## src/rtl/saes_pkg.sv

```systemverilog
// Shared S-AES definitions for the masked SubNibbles datapath: widths, the
// sequencer state type and the 4-bit substitution table.
package saes_pkg;

    localparam int SBOX_LAT_DEFAULT = 3;
    localparam int NIB_W            = 4;
    localparam int RAND_W           = 12;

    typedef enum logic [1:0] {
        IDLE  = 2'd0,
        ISSUE = 2'd1,
        DRAIN = 2'd2,
        DONE  = 2'd3
    } state_t;

    localparam logic [NIB_W-1:0] SBOX_TBL [16] = '{
        4'h9, 4'h4, 4'hA, 4'hB, 4'hD, 4'h1, 4'h8, 4'h5,
        4'h6, 4'h2, 4'h0, 4'h3, 4'hC, 4'hE, 4'hF, 4'h7
    };

    function automatic logic [NIB_W-1:0] sbox_lookup(input logic [NIB_W-1:0] x);
        return SBOX_TBL[x];
    endfunction

endpackage

```

## src/rtl/SBox.sv

```systemverilog
// Two-share S-AES S-box with a fixed LAT-cycle pipeline and no reset.
// The result is re-masked with a nibble folded from all six randomness pairs,
// so the output shares never reuse the input masks.
module SBox
    import saes_pkg::*;
#(
    parameter int LAT = SBOX_LAT_DEFAULT
) (
    input  logic             clk,
    input  logic [NIB_W-1:0] A,
    input  logic [NIB_W-1:0] B,
    input  logic [1:0]       Z0,
    input  logic [1:0]       Z1,
    input  logic [1:0]       Z2,
    input  logic [1:0]       Z3,
    input  logic [1:0]       Z4,
    input  logic [1:0]       Z5,
    output logic [NIB_W-1:0] A_out,
    output logic [NIB_W-1:0] B_out
);

    logic [NIB_W-1:0] mask_c;
    logic [NIB_W-1:0] a_c;
    logic [NIB_W-1:0] a_p [LAT];
    logic [NIB_W-1:0] b_p [LAT];

    // Fresh output mask and substituted share A for the nibble presented now
    always_comb begin
        mask_c = {Z1, Z0} ^ {Z3, Z2} ^ {Z5, Z4};
        a_c    = sbox_lookup(A ^ B) ^ mask_c;
    end

    // Data pipeline carrying both output shares through LAT register stages
    always_ff @(posedge clk) begin
        a_p[0] <= a_c;
        b_p[0] <= mask_c;
        for (int i = 1; i < LAT; i++) begin
            a_p[i] <= a_p[i-1];
            b_p[i] <= b_p[i-1];
        end
    end

    assign A_out = a_p[LAT-1];
    assign B_out = b_p[LAT-1];

endmodule

```

## src/rtl/subnib_ctrl.sv

```systemverilog
// SubNibbles sequencer: latches a two-share state, streams its four nibbles
// through one shared masked S-box (one nibble per fresh randomness word) and
// reassembles the returning shares, tracked by a tag shift register that
// mirrors the S-box latency.
module subnib_ctrl
    import saes_pkg::*;
#(
    parameter int SBOX_LAT = SBOX_LAT_DEFAULT
) (
    input  logic              clk,
    input  logic              reset,
    input  logic              start,
    input  logic [15:0]       state_a,
    input  logic [15:0]       state_b,
    input  logic [RAND_W-1:0] rand_in,
    input  logic              rand_valid,
    output logic              rand_ready,
    output logic              busy,
    output logic              done,
    output logic [15:0]       out_a,
    output logic [15:0]       out_b
);

    state_t           state_q, state_d;
    logic [15:0]      sh_a, sh_b;
    logic [1:0]       issue_cnt;
    logic [2:0]       ret_cnt;
    logic             tag_vld_p [SBOX_LAT];
    logic [1:0]       tag_idx_p [SBOX_LAT];
    logic             accept;
    logic             issue;
    logic             ret_vld;
    logic [1:0]       ret_idx;
    logic [NIB_W-1:0] sbox_a, sbox_b, sbox_a_out, sbox_b_out;
    logic [RAND_W-1:0] sbox_z;

    // idx 0 is the most significant nibble
    function automatic logic [NIB_W-1:0] get_nib(input logic [15:0] w, input logic [1:0] idx);
        case (idx)
            2'd0:    return w[15:12];
            2'd1:    return w[11:8];
            2'd2:    return w[7:4];
            default: return w[3:0];
        endcase
    endfunction

    function automatic logic [15:0] put_nib(input logic [15:0] w, input logic [1:0] idx,
                                            input logic [NIB_W-1:0] v);
        logic [15:0] r;
        r = w;
        case (idx)
            2'd0:    r[15:12] = v;
            2'd1:    r[11:8]  = v;
            2'd2:    r[7:4]   = v;
            default: r[3:0]   = v;
        endcase
        return r;
    endfunction

    assign accept  = (state_q == IDLE) && start;
    assign issue   = (state_q == ISSUE) && rand_valid;
    assign ret_vld = tag_vld_p[SBOX_LAT-1] && (state_q != IDLE);
    assign ret_idx = tag_idx_p[SBOX_LAT-1];

    // S-box inputs: live shares only on an issue cycle, zero otherwise
    always_comb begin
        sbox_a = '0;
        sbox_b = '0;
        sbox_z = '0;
        if (issue) begin
            sbox_a = get_nib(sh_a, issue_cnt);
            sbox_b = get_nib(sh_b, issue_cnt);
            sbox_z = rand_in;
        end
    end

    SBox #(.LAT(SBOX_LAT)) u_sbox (
        .clk   (clk),
        .A     (sbox_a),
        .B     (sbox_b),
        .Z0    (sbox_z[1:0]),
        .Z1    (sbox_z[3:2]),
        .Z2    (sbox_z[5:4]),
        .Z3    (sbox_z[7:6]),
        .Z4    (sbox_z[9:8]),
        .Z5    (sbox_z[11:10]),
        .A_out (sbox_a_out),
        .B_out (sbox_b_out)
    );

    // Next-state and status outputs
    always_comb begin
        state_d    = state_q;
        rand_ready = 1'b0;
        busy       = (state_q != IDLE);
        done       = 1'b0;
        case (state_q)
            IDLE:  if (start) state_d = ISSUE;
            ISSUE: begin
                rand_ready = 1'b1;
                if (issue && (issue_cnt == 2'd3)) state_d = DRAIN;
            end
            DRAIN: if (ret_vld && (ret_idx == 2'd3) && (ret_cnt == 3'd3)) state_d = DONE;
            DONE: begin
                done    = 1'b1;
                state_d = IDLE;
            end
            default: state_d = IDLE;
        endcase
    end

    // Control: state register, issue/return counters and the latency tag pipe
    always_ff @(posedge clk or negedge reset) begin
        if (!reset) begin
            state_q   <= IDLE;
            issue_cnt <= 2'd0;
            ret_cnt   <= 3'd0;
            for (int i = 0; i < SBOX_LAT; i++) begin
                tag_vld_p[i] <= 1'b0;
                tag_idx_p[i] <= 2'd0;
            end
        end else begin
            state_q <= state_d;
            if (accept) begin
                issue_cnt <= 2'd0;
                ret_cnt   <= 3'd0;
            end else begin
                if (issue)   issue_cnt <= issue_cnt + 2'd1;
                if (ret_vld) ret_cnt   <= ret_cnt + 3'd1;
            end
            tag_vld_p[0] <= issue;
            tag_idx_p[0] <= issue_cnt;
            for (int i = 1; i < SBOX_LAT; i++) begin
                tag_vld_p[i] <= tag_vld_p[i-1];
                tag_idx_p[i] <= tag_idx_p[i-1];
            end
        end
    end

    // Input share capture on start acceptance
    always_ff @(posedge clk) begin
        if (accept) begin
            sh_a <= state_a;
            sh_b <= state_b;
        end
    end

    // Result shares: write each returning nibble back into its own position
    always_ff @(posedge clk or negedge reset) begin
        if (!reset) begin
            out_a <= '0;
            out_b <= '0;
        end else if (ret_vld) begin
            out_a <= put_nib(out_a, ret_idx, sbox_a_out);
            out_b <= put_nib(out_b, ret_idx, sbox_b_out);
        end
    end

endmodule

```

## config.mk

```make
export PLATFORM = sky130hd
export DESIGN_NAME = subnib_ctrl
export DESIGN_NICKNAME = d
export VERILOG_FILES = /design/src/rtl/saes_pkg.sv /design/src/rtl/SBox.sv /design/src/rtl/subnib_ctrl.sv
export SDC_FILE = /design/constraint.sdc
export NUM_CORES = 1
export LEC_CHECK = 0
export ABC_AREA = 0
export BUFFER_PORTS_ARGS = -buffer_cell sky130_fd_sc_hd__buf_4
export CORE_MARGIN = 2
export CORE_UTILIZATION = 35
export CTS_BUF_LIST = sky130_fd_sc_hd__clkbuf_4 sky130_fd_sc_hd__clkbuf_8
export CTS_CLUSTER_SIZE = 8
export DETAILED_ROUTE_END_ITERATION = 6
export PLACE_DENSITY_LB_ADDON = 0.12
export SLEW_MARGIN = 20
export SYNTH_ARGS = -nofsm -noshare
export SYNTH_HDL_FRONTEND = slang
export SYNTH_SLANG_ARGS = --single-unit
```

## constraint.sdc

```tcl
create_clock -name clk -period 7.8 [get_ports clk]
set_input_delay 1.56 -clock clk [delete_from_list [all_inputs] [get_ports clk]]
set_output_delay 1.56 -clock clk [all_outputs]
set_load 0.02 [all_outputs]
```

==> results of run 1 <==
[critical path, delay by kind of cell]
| kind | cells | cell delay [ps] |
|---|---|---|
| AO/OA/AOI/OAI | 3 | 710 |
| buffers and inverters | 3 | 410 |
| AND/OR/NAND/NOR | 1 | 210 |
| multiplexers | 2 | 570 |
| adder cells (fa/ha/maj) | 1 | 230 |
[Yosys cell counts (all sizes together)]
cell / instances
nor3b: 1
ha: 18
or2: 1
nor3: 1
mux2i: 5
xnor2: 11
a222oi: 8
o21a: 2
buf: 3
a211o: 1
a32oi: 1
o22a: 1
mux2: 35
o21bai: 1
nand3: 1
clkbuf: 1
o211ai: 1
nor2b: 1
o21ai: 6
dfxtp: 24
nand4: 1
inv: 9
dfrtp: 48
nor2: 10
clkinv: 1
edfxtp: 32
a21o: 1
xor2: 9
nand2: 14
o32a: 1
and2: 2
a21oi: 5
[how the worst max path moves through the flow]
stage / end / cells after the start / slack, ps / from
3_5_place_dp: u_sbox.a_p[0][1] / 10 / 3950 / rand_valid
3_3_place_gp: u_sbox.a_p[0][1] / 10 / 4020 / rand_valid
6_report: u_sbox.a_p[0][1] / 10 / 4340 / rand_valid
5_1_grt: u_sbox.a_p[0][1] / 10 / 4120 / rand_valid
4_1_cts: u_sbox.a_p[0][1] / 10 / 4340 / rand_valid
2_1_floorplan: u_sbox.a_p[0][1] / 9 / 4380 / rand_valid
[state kept, by name (all words and copies together), names as in the netlist]
| register | flops |
|---|---|
| sh_b | 16 |
| issue_cnt | 2 |
| sh_a | 16 |
| u_sbox.a_p | 12 |
| out_b | 16 |
| ret_cnt | 3 |
| u_sbox.b_p | 12 |
| state_q | 2 |
| tag_idx_p | 4 |
| tag_vld_p | 3 |
| ret_idx | 2 |
| out_a | 16 |
[cell families after synthesis]
family          share of synthesized area [%]
flops                                    67.6
mux                                      11.4
simple gates                             3.68
compound gates                           5.34
xor+xnor                                 4.48
fa+ha+maj                                5.76
buf+inv                                  1.82
[routing by layer]
metal | global-route usage, % | wire (um) | up-vias
met2 | 19.4 | 3260 | 62
met1 | 16.2 | 3030 | 1053
met3 | 3.68 | 395 | 2
met5 | 0 | 0 | -
met4 | 4.88 | 46 | 0
li1 | - | - | 1092
[layout make-up]
cell class / instances / area share (%)
flip-flops and latches: 104 / 54.1
clock inverters: 7 / 1.66
repair buffers: 84 / 12.9
multi-input cells: 138 / 24.5
inverters: 10 / 0.768
well taps: 140 / 3.58
clock buffers: 9 / 2.53
[power groups by stage]
stage | combinational (mW) | sequential (mW) | clock, mW
global placement | 0.586 | 0.806 | 0
CTS | 0.597 | 0.797 | 0.349
global route | 0.651 | 0.816 | 0.374
finish | 0.584 | 0.794 | 0.331
detailed placement | 0.594 | 0.810 | 0
floorplan | 0.332 | 0.858 | 0
==> key figures, run 1 <==
Floorplan
  • Die area: 12,000 um^2
  • Die width: about 110 um
  • FP Rows: 38
  • Die Y: 110 um
  • Core Region: 10,900 um^2
  • Initial Utilization: 35.9%
  • I/O pins: 83

CTS
  • CTS tree: built
  • # clock sinks: 104
  • CTS Hold Buffers Added: 0
  • TritonCTS Buffers: 9
  • H-tree depth: 3
  • Worst-Skew Late Latency: 370 ps
  • CTS Root Cell: clkbuf_8
  • Post_cts resized: 0
  • Clock transition at the registers of the reported paths: 120 ps
  • Longest Clk Path Bufs: 2
  • Post-CTS Setup Inserts: 0

Timing
  • Slew margin rel.: a little under half
  • Final setup vio count: 0
  • FMAX: around 290 MHz
  • Pins over their slew limit: 0
  • Hold Slack: 320 ps
  • Fin Setup TNS: 0 ps
  • Worst Tran Pin Value: 799 ps
  • Final hold vios: 0
  • Final period util: 44.3%
  • Clock Skew: 24.1 ps
  • Unrepaired setup endpoints after global routing: no
  • Clock period minus final worst setup slack: around 3500 ps
  • Fin worst setup slack: 4340 ps

Logic synthesis
  • Avg Cell Area, Syn: 15.3 um^2
  • Dominant cell type by area after synthesis: dfrtp_1
  • Cell Area, Synth: between 3000 and 4000 um^2
  • Share of the synthesized area in the top cell type: 30.7%
  • Register area share after synthesis: 67.6%
  • Post-Synthesis Cells: 256
  • Library cells used by synthesis: 34
  • Top post-synthesis cells by area: dfrtp_1, edfxtp_1, dfxtp_1, mux2_2, ha_1
  • Syn Nets: 322
  • Synth warn: 0
  • #FFs+latches synth: around 100

Global route
  • Initial antenna violation count: 0
  • Grt ovf: 0
  • All-Layer GR Usage: 12.4%
  • Vias in the first global route: around 2,200
  • Largest net degree at the start of global routing: 49
  • First-pass GRT wire length: approximately 11 mm

Worst setup path
  • CP Max Fanout: 8
  • Worst path max stage delay: 410 ps
  • FF-to-FF setup slack: roughly 4700 ps
  • Startpoint class of the critical path: primary input
  • Critical Path, Cell by Cell: buf_4 > nand2_1 > clkinv_1 > o21ai_0 > a21oi_1 > inv_1 > ha_1 > mux2_2 > o22a_1 > mux2_1
  • R2R depth: 10
  • Crit path arrival time: 3700 ps
  • RR Startpoint: issue_cnt[0]
  • Worst reg2reg endpoint: u_sbox.a_p[0][1]
  • Setup Crit Path Kind: in -> reg
  • Crit-path slowest cell: a21oi_1
  • Worst EP required: 8040 ps
  • Worst Setup End Kind: flop

Worst hold path
  • Hold EP: u_sbox.a_p[0][10]
  • Hold Path Depth: 0
  • Hold WC Path Type: reg -> reg
  • Hold path startpoint: u_sbox.a_p[0][6]

Drt
  • Initial DRC Count: 75
  • Via-per-instance ratio: 4.49
  • Routed via count: 2,209
  • Post-route DRC: 0
  • DRT Wirelength: slightly below 7 mm
  • Drt pass-1 iters: 4
  • ANT nets after route: 0
  • Routed len/inst: 13.7 um

Final layout
  • Layout cells sized above 1: 38.4%
  • Post-route cell area: 4890 um^2
  • Post-Layout Cell Count: 492
  • # diodes: 0
  • Area taken by multi-input logic gates: 1200 um^2
  • Final #Nets: 413
  • Commonest non-fill, non-tap cell in the layout: buf_4
  • Storage cell area: 2640 um^2
  • Most frequent cells in the layout: buf_4, dfrtp_1, mux2_2
  • Synth-to-layout area growth: 25.0%
  • Fillers: 986
  • Final Util: 44.9%

Pwr
  • Clk pwr share: 19.4%
  • Leak: ~2.2 nW
  • Comb pwr share: between 30% and 40%
  • Reg power frac: 46.5%
  • P_sw: approximately 0.59 mW
  • Power Internal: 1.12 mW
  • Switching portion of total power: 34.3%
  • VDD IR max: 0.138 mV
  • Tot Pwr: 1.71 mW
  • Power per cell area: about 350 nW/um^2

Status
  • Status: finished, final reports clean

Placed design
  • Gpl congestion: 0.767
  • Pre-CTS WS: 3950 ps
  • Detailed placement HPWL: about 4.8 mm
  • Placed Instances: between 400 and 500
  • Placed Area: ~4700 um^2
  • Port Buffers: 82

Job
  • Max Cap Viol: 0
Note: power is estimated with default switching activity, not from simulation.
==> run 2, diff against run 1 <==
clock period = 3.6 ns   (was 7.8 ns; I/O delays follow)
==> run 2 against run 1 <==
  * First-iteration DRC count grew 5.3%
  * Sequential share of layout area up 0.12 points
  * Highest routed layer unchanged
  * Power grew 120%
  * Via count is 0.32% higher
  * Critical path type is now reg -> reg
  * Critical endpoint unchanged
==> key figures, run 2 (synthesis gave the netlist of run 1 again) <==
Worst setup path
  • Crit path arrival time: 3310 ps (-390 ps)
  • CP Max Fanout: 8 (unchanged)
  • Worst EP required: 3850 ps (-4190 ps)
  • Worst Setup End Kind: flop
  • Startpoint class of the critical path: flop
  • Setup Crit Path Kind: reg -> reg

Placed design
  • Port Buffers: 82 (unchanged)
  • Detailed placement HPWL: 4.97 mm (+4.0%)
  • Pre-CTS WS: 535 ps (-3420 ps)
  • Gpl congestion: 0.760 (-0.94%)
  • Placed Instances: 477 (+0.21%)
  • Placed Area: 4690 um^2 (+0.16%)

Floorplan
  • I/O pins: 83 (unchanged)
  • FP Rows: 38 (unchanged)
  • Die width: 110 um (unchanged)
  • Die Y: 110 um (unchanged)
  • Initial Utilization: 35.9% (unchanged)
  • Die area: 12,000 um^2 (unchanged)
  • Core Region: 10,900 um^2 (unchanged)

Timing
  • Unrepaired setup endpoints after global routing: no
  • Pins over their slew limit: 0 (unchanged)
  • Hold Slack: 334 ps (+13.5 ps)
  • Final setup vio count: 0 (unchanged)
  • Clock Skew: 14.4 ps (-9.69 ps)
  • Final period util: 85.1%
  • Fin Setup TNS: 0 ps (unchanged)
  • Final hold vios: 0 (unchanged)
  • Worst Tran Pin Value: 854 ps (+55.9 ps)
  • Fin worst setup slack: 536 ps (-3810 ps)
  • Clock period minus final worst setup slack: slightly above 3000 ps
  • FMAX: 326 MHz
  • Slew margin rel.: 42.8% (-3.7 points)

Drt
  • Highest Signal Layer: met4
  • Met3 wire length: 388 um (-1.8%)
  • Routed len/inst: 14.0 um (+2.5%)
  • Via-per-instance ratio: 4.49 (+0.11%)
  • Met2 wire len: 3.35 mm (+2.8%)
  • Routed via count: 2,216 (+0.32%)
  • Initial DRC Count: 79 (+5.3%)
  • Met1 WL: 3.12 mm (+2.9%)
  • DRT Wirelength: 6.92 mm (+2.7%)
  • Post-route DRC: 0 (unchanged)
  • Drt pass-1 iters: 4 (unchanged)
  • ANT nets after route: 0 (unchanged)

Final layout
  • Post-Layout Cell Count: 493 (+0.20%)
  • Final #Nets: 414 (+0.24%)
  • # diodes: 0 (unchanged)
  • Post-route cell area: 4880 um^2 (-0.23%)
  • Layout cells sized above 1: 38.5% (+0.17 points)
  • Most frequent cells in the layout: buf_4, dfrtp_1, mux2_2
  • Synth-to-layout area growth: 24.7%
  • Commonest non-fill, non-tap cell in the layout: buf_4
  • Final Util: 44.8% (-0.10 points)

CTS
  • CTS tree: built
  • Longest Clk Path Bufs: 2 (unchanged)
  • Clock transition at the registers of the reported paths: 100 ps (-20 ps)
  • CTS Hold Buffers Added: 0 (unchanged)
  • TritonCTS Buffers: 9 (unchanged)
  • H-tree depth: 3 (unchanged)
  • # clock sinks: 104 (unchanged)
  • Post-CTS Setup Inserts: 0 (unchanged)
  • CTS Root Cell: clkbuf_8
  • Worst-Skew Late Latency: 360 ps (about the same)
  • Post_cts resized: 0 (unchanged)

Pwr
  • VDD IR max: 0.257 mV (+86%)
  • Leak: 2.20 nW (about the same)
  • Tot Pwr: 3.67 mW (+120%)
  • Power per cell area: 753 nW/um^2 (+120%)

Global route
  • Grt ovf: 0 (unchanged)
  • All-Layer GR Usage: 12.2% (-0.18 points)
  • Vias in the first global route: 2,164 (-0.23%)
  • First-pass GRT wire length: 11.0 mm (-1.1%)
  • Largest net degree at the start of global routing: 49 (unchanged)
  • Initial antenna violation count: 0 (unchanged)

Worst hold path
  • Hold WC Path Type: reg -> reg

Status
  • Status: finished, final reports clean

Job
  • Max Cap Viol: 0 (unchanged)
[run 2: path summary, 6_finish.rpt]
kind                             startpoint                 to  slack, ps  depth (start not counted)
max in group asynchronous             reset         state_q[0]       2830                          1
setup / recovery               issue_cnt[0]   u_sbox.a_p[0][1]        540                         10
hold / removal             u_sbox.b_p[0][7]  u_sbox.b_p[0][11]        330                          0
setup reg to reg               issue_cnt[0]   u_sbox.a_p[0][1]        540                         10
min in group asynchronous             reset       tag_idx_p[5]        370                          1
hold reg to reg            u_sbox.b_p[0][7]  u_sbox.b_p[0][11]        330                          0
[run 2: area by class of cell]
cell class | instances | area [um^2]
tap | 140 | 175
clock inverter | 7 | 62.6
timing repair buffer | 85 | 638
inverter | 10 | 37.5
multi-input combinational | 138 | 1200
clock buffer | 9 | 124
fill | 1020 | 6010
sequential | 104 | 2640
[run 2: power breakdown]
| group | internal [mW] | switching, mW |
|---|---|---|
| Sequential | 1.56 | 0.169 |
| Clock | 0.266 | 0.418 |
| Combinational | 0.599 | 0.663 |
| Total | 2.42 | 1.25 |
[run 2: routing by layer]
layer | global-route usage, % | up-vias
met5 | 0 | -
met4 | 4.61 | 0
met3 | 3.79 | 4
met2 | 19.6 | 69
met1 | 15.6 | 1052
li1 | - | 1091
[run 2: worst max-delay path: stages, from the launching register on]
cell	delay (ps)
dfrtp_1	470
inv_1	90
ha_1	300
a222oi_1	400
xnor2_1	120
a21oi_1	440
inv_1	130
ha_1	230
mux2_2	260
o22a_1	200
mux2_1	310
